===== src/rtl/fetch_prefetch_queue_pkg.sv =====
// Shared constants and queue entry type for the instruction-fetch front end.
package fetch_prefetch_queue_pkg;

    localparam logic [31:0] RESET_PC_DEFAULT = 32'h0040_0000;
    localparam logic [31:0] NOP_INSTR        = 32'h0000_0000;
    localparam logic [31:0] PC_STEP          = 32'd4;

    typedef struct packed {
        logic [31:0] instr;
        logic [31:0] pc_plus_4;
    } fetch_entry_t;

    // Fetches are word-granular; the byte offset of a jump target is dropped.
    function automatic logic [31:0] word_align(input logic [31:0] pc);
        return pc & ~32'h0000_0003;
    endfunction

endpackage


===== src/rtl/instr_fifo.sv =====
// DEPTH-entry in-order queue of fetched instructions with flush and occupancy count.
module instr_fifo
    import fetch_prefetch_queue_pkg::*;
#(
    parameter int unsigned DEPTH = 4,
    localparam int unsigned PTR_W = $clog2(DEPTH),
    localparam int unsigned CNT_W = PTR_W + 1
) (
    input  logic             clk,
    input  logic             rst_n,
    input  logic             push,
    input  fetch_entry_t     push_data,
    input  logic             pop,
    input  logic             flush,
    output logic [CNT_W-1:0] count,
    output fetch_entry_t     head
);

    fetch_entry_t     mem [DEPTH];
    logic [PTR_W-1:0] rd_ptr;
    logic [PTR_W-1:0] wr_ptr;
    logic             do_push;
    logic             do_pop;

    // Flush wins over both push and pop; the fetch credit keeps push from overflowing.
    assign do_push = push && !flush;
    assign do_pop  = pop && (count != '0) && !flush;
    assign head    = mem[rd_ptr];

    always_ff @(posedge clk or negedge rst_n) begin
        if (!rst_n) begin
            rd_ptr <= '0;
            wr_ptr <= '0;
            count  <= '0;
        end else if (flush) begin
            rd_ptr <= '0;
            wr_ptr <= '0;
            count  <= '0;
        end else begin
            if (do_push) wr_ptr <= wr_ptr + PTR_W'(1);
            if (do_pop)  rd_ptr <= rd_ptr + PTR_W'(1);
            count <= count + CNT_W'(do_push) - CNT_W'(do_pop);
        end
    end

    always_ff @(posedge clk) begin
        if (do_push) mem[wr_ptr] <= push_data;
    end

endmodule


===== src/rtl/fetch_prefetch_queue.sv =====
// Fetch front end: owns the fetch PC, issues credited word reads and queues
// returned instructions for IF/ID, discarding stale words after a redirect.
module fetch_prefetch_queue
    import fetch_prefetch_queue_pkg::*;
#(
    parameter int unsigned DEPTH    = 4,
    parameter logic [31:0] RESET_PC = RESET_PC_DEFAULT
) (
    input  logic        clk,
    input  logic        reset,
    input  logic        redirect_i,
    input  logic [31:0] redirect_pc_i,
    output logic        imem_req_o,
    output logic [31:0] imem_addr_o,
    input  logic        imem_gnt_i,
    input  logic        imem_rvalid_i,
    input  logic [31:0] imem_rdata_i,
    output logic        id_valid_o,
    input  logic        id_ready_i,
    output logic [31:0] id_instr_o,
    output logic [31:0] id_pc_plus_4_o
);

    localparam int unsigned CNT_W = $clog2(DEPTH) + 1;
    localparam int unsigned SUM_W = CNT_W + 1;

    logic [CNT_W-1:0] occupancy;
    logic [CNT_W-1:0] outstanding;
    logic [CNT_W-1:0] outstanding_next;
    logic [CNT_W-1:0] drop;
    logic [SUM_W-1:0] credit_used;
    logic [31:0]      fetch_pc;
    logic [31:0]      resp_pc;
    logic [31:0]      target_pc;
    logic             issue;
    logic             resp;
    logic             push;
    logic             pop;
    fetch_entry_t     push_entry;
    fetch_entry_t     head;

    // Queued plus in-flight words never exceed DEPTH, so every response has a slot.
    assign credit_used = SUM_W'(occupancy) + SUM_W'(outstanding);
    assign imem_req_o  = reset && !redirect_i && (credit_used < SUM_W'(DEPTH));
    assign imem_addr_o = fetch_pc;
    assign issue       = imem_req_o && imem_gnt_i;

    // A response with nothing outstanding is a protocol error and is ignored.
    assign resp             = imem_rvalid_i && (outstanding != '0);
    assign outstanding_next = outstanding + CNT_W'(issue) - CNT_W'(resp);
    assign push             = resp && (drop == '0) && !redirect_i;
    assign push_entry       = '{instr: imem_rdata_i, pc_plus_4: resp_pc + PC_STEP};
    assign target_pc        = word_align(redirect_pc_i);

    assign id_valid_o     = occupancy != '0;
    assign pop            = id_valid_o && id_ready_i && !redirect_i;
    assign id_instr_o     = id_valid_o ? head.instr : NOP_INSTR;
    assign id_pc_plus_4_o = id_valid_o ? head.pc_plus_4 : 32'h0;

    instr_fifo #(.DEPTH(DEPTH)) u_fifo (
        .clk       (clk),
        .rst_n     (reset),
        .push      (push),
        .push_data (push_entry),
        .pop       (pop),
        .flush     (redirect_i),
        .count     (occupancy),
        .head      (head)
    );

    // On redirect every word still in flight after this cycle becomes stale.
    always_ff @(posedge clk or negedge reset) begin
        if (!reset) begin
            fetch_pc    <= RESET_PC;
            resp_pc     <= RESET_PC;
            outstanding <= '0;
            drop        <= '0;
        end else begin
            outstanding <= outstanding_next;
            if (redirect_i) begin
                fetch_pc <= target_pc;
                resp_pc  <= target_pc;
                drop     <= outstanding_next;
            end else begin
                if (issue)               fetch_pc <= fetch_pc + PC_STEP;
                if (push)                resp_pc  <= resp_pc + PC_STEP;
                if (resp && drop != '0)  drop     <= drop - CNT_W'(1);
            end
        end
    end

    assert property (@(posedge clk) disable iff (!reset) !(imem_rvalid_i && outstanding == '0))
        else $error("imem_rvalid_i with no outstanding fetch");

endmodule


===== config.mk =====
export PLATFORM = sky130hd
export DESIGN_NAME = fetch_prefetch_queue
export DESIGN_NICKNAME = d
export VERILOG_FILES = /design/src/rtl/fetch_prefetch_queue_pkg.sv /design/src/rtl/instr_fifo.sv /design/src/rtl/fetch_prefetch_queue.sv
export SDC_FILE = /design/constraint.sdc
export NUM_CORES = 1
export LEC_CHECK = 0
export CORE_UTILIZATION = 55
export DETAILED_ROUTE_END_ITERATION = 16
export PLACE_DENSITY = 0.76
export SLEW_MARGIN = 5
export SYNTH_ARGS = -nofsm -noshare
export SYNTH_HDL_FRONTEND = slang
export SYNTH_SLANG_ARGS = --single-unit

===== constraint.sdc =====
create_clock -name clk -period 4.9 [get_ports clk]
set_clock_uncertainty 0.2 [all_clocks]
set_input_delay 0.98 -clock clk [delete_from_list [all_inputs] [get_ports clk]]
set_output_delay 0.98 -clock clk [all_outputs]
set_load 0.02 [all_outputs]

# Yosys cells after proc, flatten, opt, wreduce, memory -nomap -nowiden
# Memory sizes are Yosys's and may differ from the RTL's.
# Cells that the tools add are included.
# W data, S select, Z words.
# classes
n_addsub	10
order_cmp	1
muxes	15
n_reduce_logical	22
# ops
cell	n
$mux W32	6
$add A32 B3 Y32 const B	2
$logic_and A1 B1 Y1	12
$reduce_bool A2 Y1	5
$mux W3	3
$reduce_bool A3 Y1	3
$mux W2	4
$add A3 B1 Y3	2
$sub A3 B1 Y3	2
$add A2 B1 Y2 const B	2
$add A3 B3 Y4	1
$lt A4 B3 Y1 const B	1
$logic_not A3 Y1	1
$sub A3 B1 Y3 const B	1
$mux W1	2
$logic_not A1 Y1	1
# totals
ff_bits	77
mem_bits_rw	256
input_bits	70
out_inout_bits	98
memories	1
# mem_list
memory	depth	word_bits	read_ports	rd_clocked_by_memory_dff	write_ports	line	text
u_fifo.mem	4	64	1	0	1	instr_fifo.sv:19	fetch_entry_t mem [DEPTH];

# Longest topological paths before layout
# logic_depth
word_depth	8
depth_mapped	14
mapped_depth_nobuf	12

# Modules after synthesis
# A second synthesis with hierarchy kept.
# hier_totals
cells_unflattened	935
area_unflattened_um2	14426.3
# modules_own_cells
mod	n_inst	cells_per_inst	area_each_um2	seq_area_each_um2
instr_fifo	1	377	9724.3	7862.5
fetch_prefetch_queue	1	558	4702.0	1654.1

# Least setup slack after synthesis
# OpenSTA, ideal clock, no wires.
# synth_timing
kind	input to register
startpoint	input port imem_rvalid_i
endpoint	memory u_fifo.mem[0][10] in the netlist's numbering (enable)
setup_ps	427
arrival_time_ps	3138
required_time_ps	4273
setup_slack_ps	1135
path_stages	4
n_path_buf	2
cell_sequence	and3_1 > clkbuf_1 > clkbuf_1 > and3_1
# synth_between
elab_chain_len	6
# synth_lines
item	line	text
start: declaration	fetch_prefetch_queue.sv:16	input logic imem_rvalid_i,
$logic_and A1 B1 Y1	fetch_prefetch_queue.sv:49	assign resp = imem_rvalid_i && (outstanding != '0);
$logic_and A1 B1 Y1 (2 in a row)	fetch_prefetch_queue.sv:51	assign push = resp && (drop == '0) && !redirect_i;
$logic_and A1 B1 Y1	instr_fifo.sv:26	assign do_push = push && !flush;
$mux W1	instr_fifo.sv:47	if (do_push) mem[wr_ptr] <= push_data;
$mux W1 (implied by the code)	instr_fifo.sv:47	
end: declaration	instr_fifo.sv:19	
# Every way passes these cells.

# Worst setup path in the final report
# layout_timing
startpoint	register u_fifo.rd_ptr[0]
endpoint	output port id_pc_plus_4_o[16]
# layout_between
elab_chain_len	2
# layout_lines
item	line	text
start: declaration	instr_fifo.sv:20	logic [PTR_W-1:0] rd_ptr;
start signal: assignment	instr_fifo.sv:41	if (do_pop) rd_ptr <= rd_ptr + PTR_W'(1);
$mem_v2 Z4 W64	--	
$mux W32	fetch_prefetch_queue.sv:58	assign id_pc_plus_4_o = id_valid_o ? head.pc_plus_4 : 32'h0;
end: declaration	fetch_prefetch_queue.sv:21	output logic [31:0] id_pc_plus_4_o
# Every way passes these cells.

==> qor.csv <==
stage,metric,value,unit
final_layout,area grow syn2layout,22.1,%
synthesis,"Distinct cells, synth",63,
routing,Remaining DRCs,0,
run_status,status,completed,
die,initial core utilization,0.560,
timing,final hold vios,0,
cts,Worst-path clk slew,0.07,ns
synthesis,synthesized area,14000,sq um
cts,Max clock buf depth,3,
global_route,antenna violations before repair,0,
routing,WL final,28200,um
die,core footprint,25100,sq um
timing,Final period util,0.847,
global_route,largest net degree at the start of global routing,66,
critical_path,Worst Setup Start Kind,flop,
cts,H-tree levels,1,
timing,count of final setup violators,0,
power,Sequential Power Share,0.411,
cts,clock latency on the worst-skew pair,0.56,ns
placed_design,cell count after placement,1379,
synthesis,Mapped Cells,925,
global_route,global-route wire length before repair,45200,um
final_layout,fraction of layout cells with a size suffix above 1,0.153,
cts,# hold bufs at CTS,0,
cts,CTS buffer count,31,
power,Peak VDD IR,315,uV
critical_path,R2R Setup Slk,1.62,ns
timing,Final Max Tran Viols,0,
min_path,worst hold path class,in -> async,
timing,setup TNS,0,ns
routing,DRT Pass-1 Iters,6,
critical_path,Crit Reg-Reg Endpoint,imem_addr_o[26]$_DFFE_PN0N_,
die,Die Y,162,um
timing,Slew HR,0.331,
die,num rows,58,
timing,Hold Slack,0.282,ns
cts,CTS resizes,0,
synthesis,"FF+latch count, synth",321,
critical_path,Setup crit start,u_fifo.rd_ptr[0]$_DFFE_PN0P_,
routing,wire length on met1,12700,um
routing,Vias,8297,
cts,Post-CTS Setup Inserts,0,
critical_path,crit path max fanout,27,
power,PwrDens,474,nW/um^2
critical_path,kind of critical path,reg -> out,
power,Sw Share,0.284,
routing,via/cell ratio,5.77,
final_layout,Layout Nets,1168,
routing,Detailed Route Iter0 Violations,695,
synthesis,leading register cell type out of synthesis,edfxtp_1,
final_layout,Non-Filler Instances,1437,
die,die area,26200,sq um
power,combinational share of power,0.275,
synthesis,Post-Syn Area per Cell,15.2,sq um
critical_path,Setup crit end,id_pc_plus_4_o[16],
die,io pins,168,
routing,Avg WL per Cell,19.6,um
routing,wire length on met2,13500,um
cts,clk sinks,321,
placed_design,DP HPWL,17700,um
timing,Tmin final,4.15,ns
cts,root buffer cell,clkbuf_16,
power,Power Internal,5.83,mW
critical_path,critical path data arrival time,2.97,ns
cts,CTS tree,yes,
final_layout,n_diodes,0,
synthesis,Post-synth EDFFs,248,
placed_design,Post-Place Setup Slack,1.08,ns
synthesis,sequential fraction of the synthesis area,0.660,
global_route,grt total ovfl,0,
routing,met3 wire length,1690,um
power,clock power share,0.314,
power,P_sw,2.31,mW
critical_path,"Req. time, crit path",3.72,ns
timing,max frequency,241,MHz
global_route,Total GRT Usage,0.221,
critical_path,R2R cell count,8,
run,max-cap violations,0,
synthesis,Async SR Flop Fraction,0.227,
timing,final worst slack,0.749,ns
placed_design,Port Buffer Count,161,
timing,RSZ-0062 raised after global routing,no,
synthesis,warnings from Yosys,0,
critical_path,reg2reg start,u_fifo.count[1]$_DFF_PN0_,
timing,worst slew pin tran,1.00,ns
critical_path,Worst setup EP type,output pin,
die,Die Width,162,um
power,Pleak,5.85,nW
routing,Top Layer Used,met4,
routing,Post-DRT Antenna Nets,0,
final_layout,fill count,1746,
global_route,vias in the first global route,8356,
placed_design,GPL Wtd Cong,0.890,
-- cell families after synthesis --
family                   synth area share
flip-flops                          0.660
AND/OR/NAND/NOR                     0.113
buffers and inverters              0.0236
multiplexers                        0.110
AO/OA/AOI/OAI                      0.0346
XOR/XNOR                           0.0430
adder cells (fa/ha/maj)            0.0153
other                            0.000267
-- cell usage in the layout, fill, tap and decap left out, types with 14 or more instances in the layout --
| cell | instances |
|---|---|
| xor2_1 | 32 |
| nand4_1 | 26 |
| dfrtp_1 | 69 |
| nor2_1 | 43 |
| nand2_1 | 61 |
| o21ai_0 | 23 |
| edfxtp_1 | 248 |
| clkbuf_16 | 31 |
| nand3_1 | 30 |
| clkdlybuf4s50_1 | 159 |
| inv_1 | 20 |
| xnor2_1 | 37 |
| and2_1 | 68 |
| ha_1 | 14 |
| mux4_2 | 62 |
-- synth_stat cells (all sizes together), types with 10 or more instances --
library cell  number  area, sq um
buf               16         87.6
clkbuf            39          156
and3              12         75.1
nand3             30          150
dfrtp             71         1780
o21ai             23          115
nand4             27          184
nor2              43          161
mux2              10          113
and2              69          433
mux4              62         1400
xnor2             37          324
xor2              32          280
edfxtp           248         7450
nor3              12         60.1
inv               21         78.8
ha                14          175
nand2             61          229
-- flip-flops by register name, summed over array words and instances (netlist names) --
register / count
drop: 3
u_fifo.wr_ptr: 2
u_fifo.rd_ptr: 2
resp_pc: 30
u_fifo.mem: 248
imem_addr_o: 30
u_fifo.count: 3
outstanding: 3
-- how the worst min path moves through the flow --
stage / start / endpoint / slack [ns] / cells after the start
final: reset / imem_addr_o[26]$_DFFE_PN0N_ / 0.28 / 2
after global routing: reset / imem_addr_o[26]$_DFFE_PN0N_ / 0.31 / 2
after CTS: reset / imem_addr_o[26]$_DFFE_PN0N_ / 0.29 / 2
after detailed placement: drop[1]$_DFFE_PN0P_ / drop[1]$_DFFE_PN0P_ / 0.33 / 2
after global placement: drop[1]$_DFFE_PN0P_ / drop[1]$_DFFE_PN0P_ / 0.32 / 2
after floorplan: drop[1]$_DFFE_PN0P_ / drop[1]$_DFFE_PN0P_ / 0.30 / 2
-- power groups by stage --
stage | Sequential [mW] | Combinational (mW) | Clock (mW)
finish | 3.35 | 2.24 | 2.56
global route | 3.38 | 2.42 | 2.71
CTS | 3.35 | 2.28 | 2.59
detailed placement | 3.41 | 2.26 | 0
global placement | 3.40 | 2.22 | 0
floorplan | 3.33 | 1.42 | 0
-- metal layers --
metal	vias to the layer above	GRT usage
li1	3797	-
met1	4143	0.317
met2	329	0.366
met3	28	0.0281
met4	0	0.0459
met5	-	0
-- critical path, stage by stage (launching register included) --
cell and delay, ns:
dfrtp_4 0.79, buf_4 0.35, mux4_2 0.57, and2_1 0.18
clkdlybuf4s50_1 0.54
-- cell type report --
class	count	area, sq um	share of cell area
Sequential cell	321	9280	0.541
Multi-Input combinational cell	530	4470	0.260
Timing Repair Buffer	177	1800	0.105
Clock buffer	39	866	0.0505
Tap cell	330	413	0.0241
Clock inverter	19	259	0.0151
Inverter	21	78.8	0.00459
-- metrics by stage --
stage | total power [mW] | cell area (sq um) | util
floorplan | 4.75 | 14100 | -
global placement | 5.63 | 16000 | 0.639
detailed placement | 5.67 | 16000 | 0.639
CTS | 8.22 | 17200 | 0.683
global route | 8.50 | 17200 | 0.683
finish | 8.14 | 17200 | 0.683
Power figures use the tool's default switching activity.
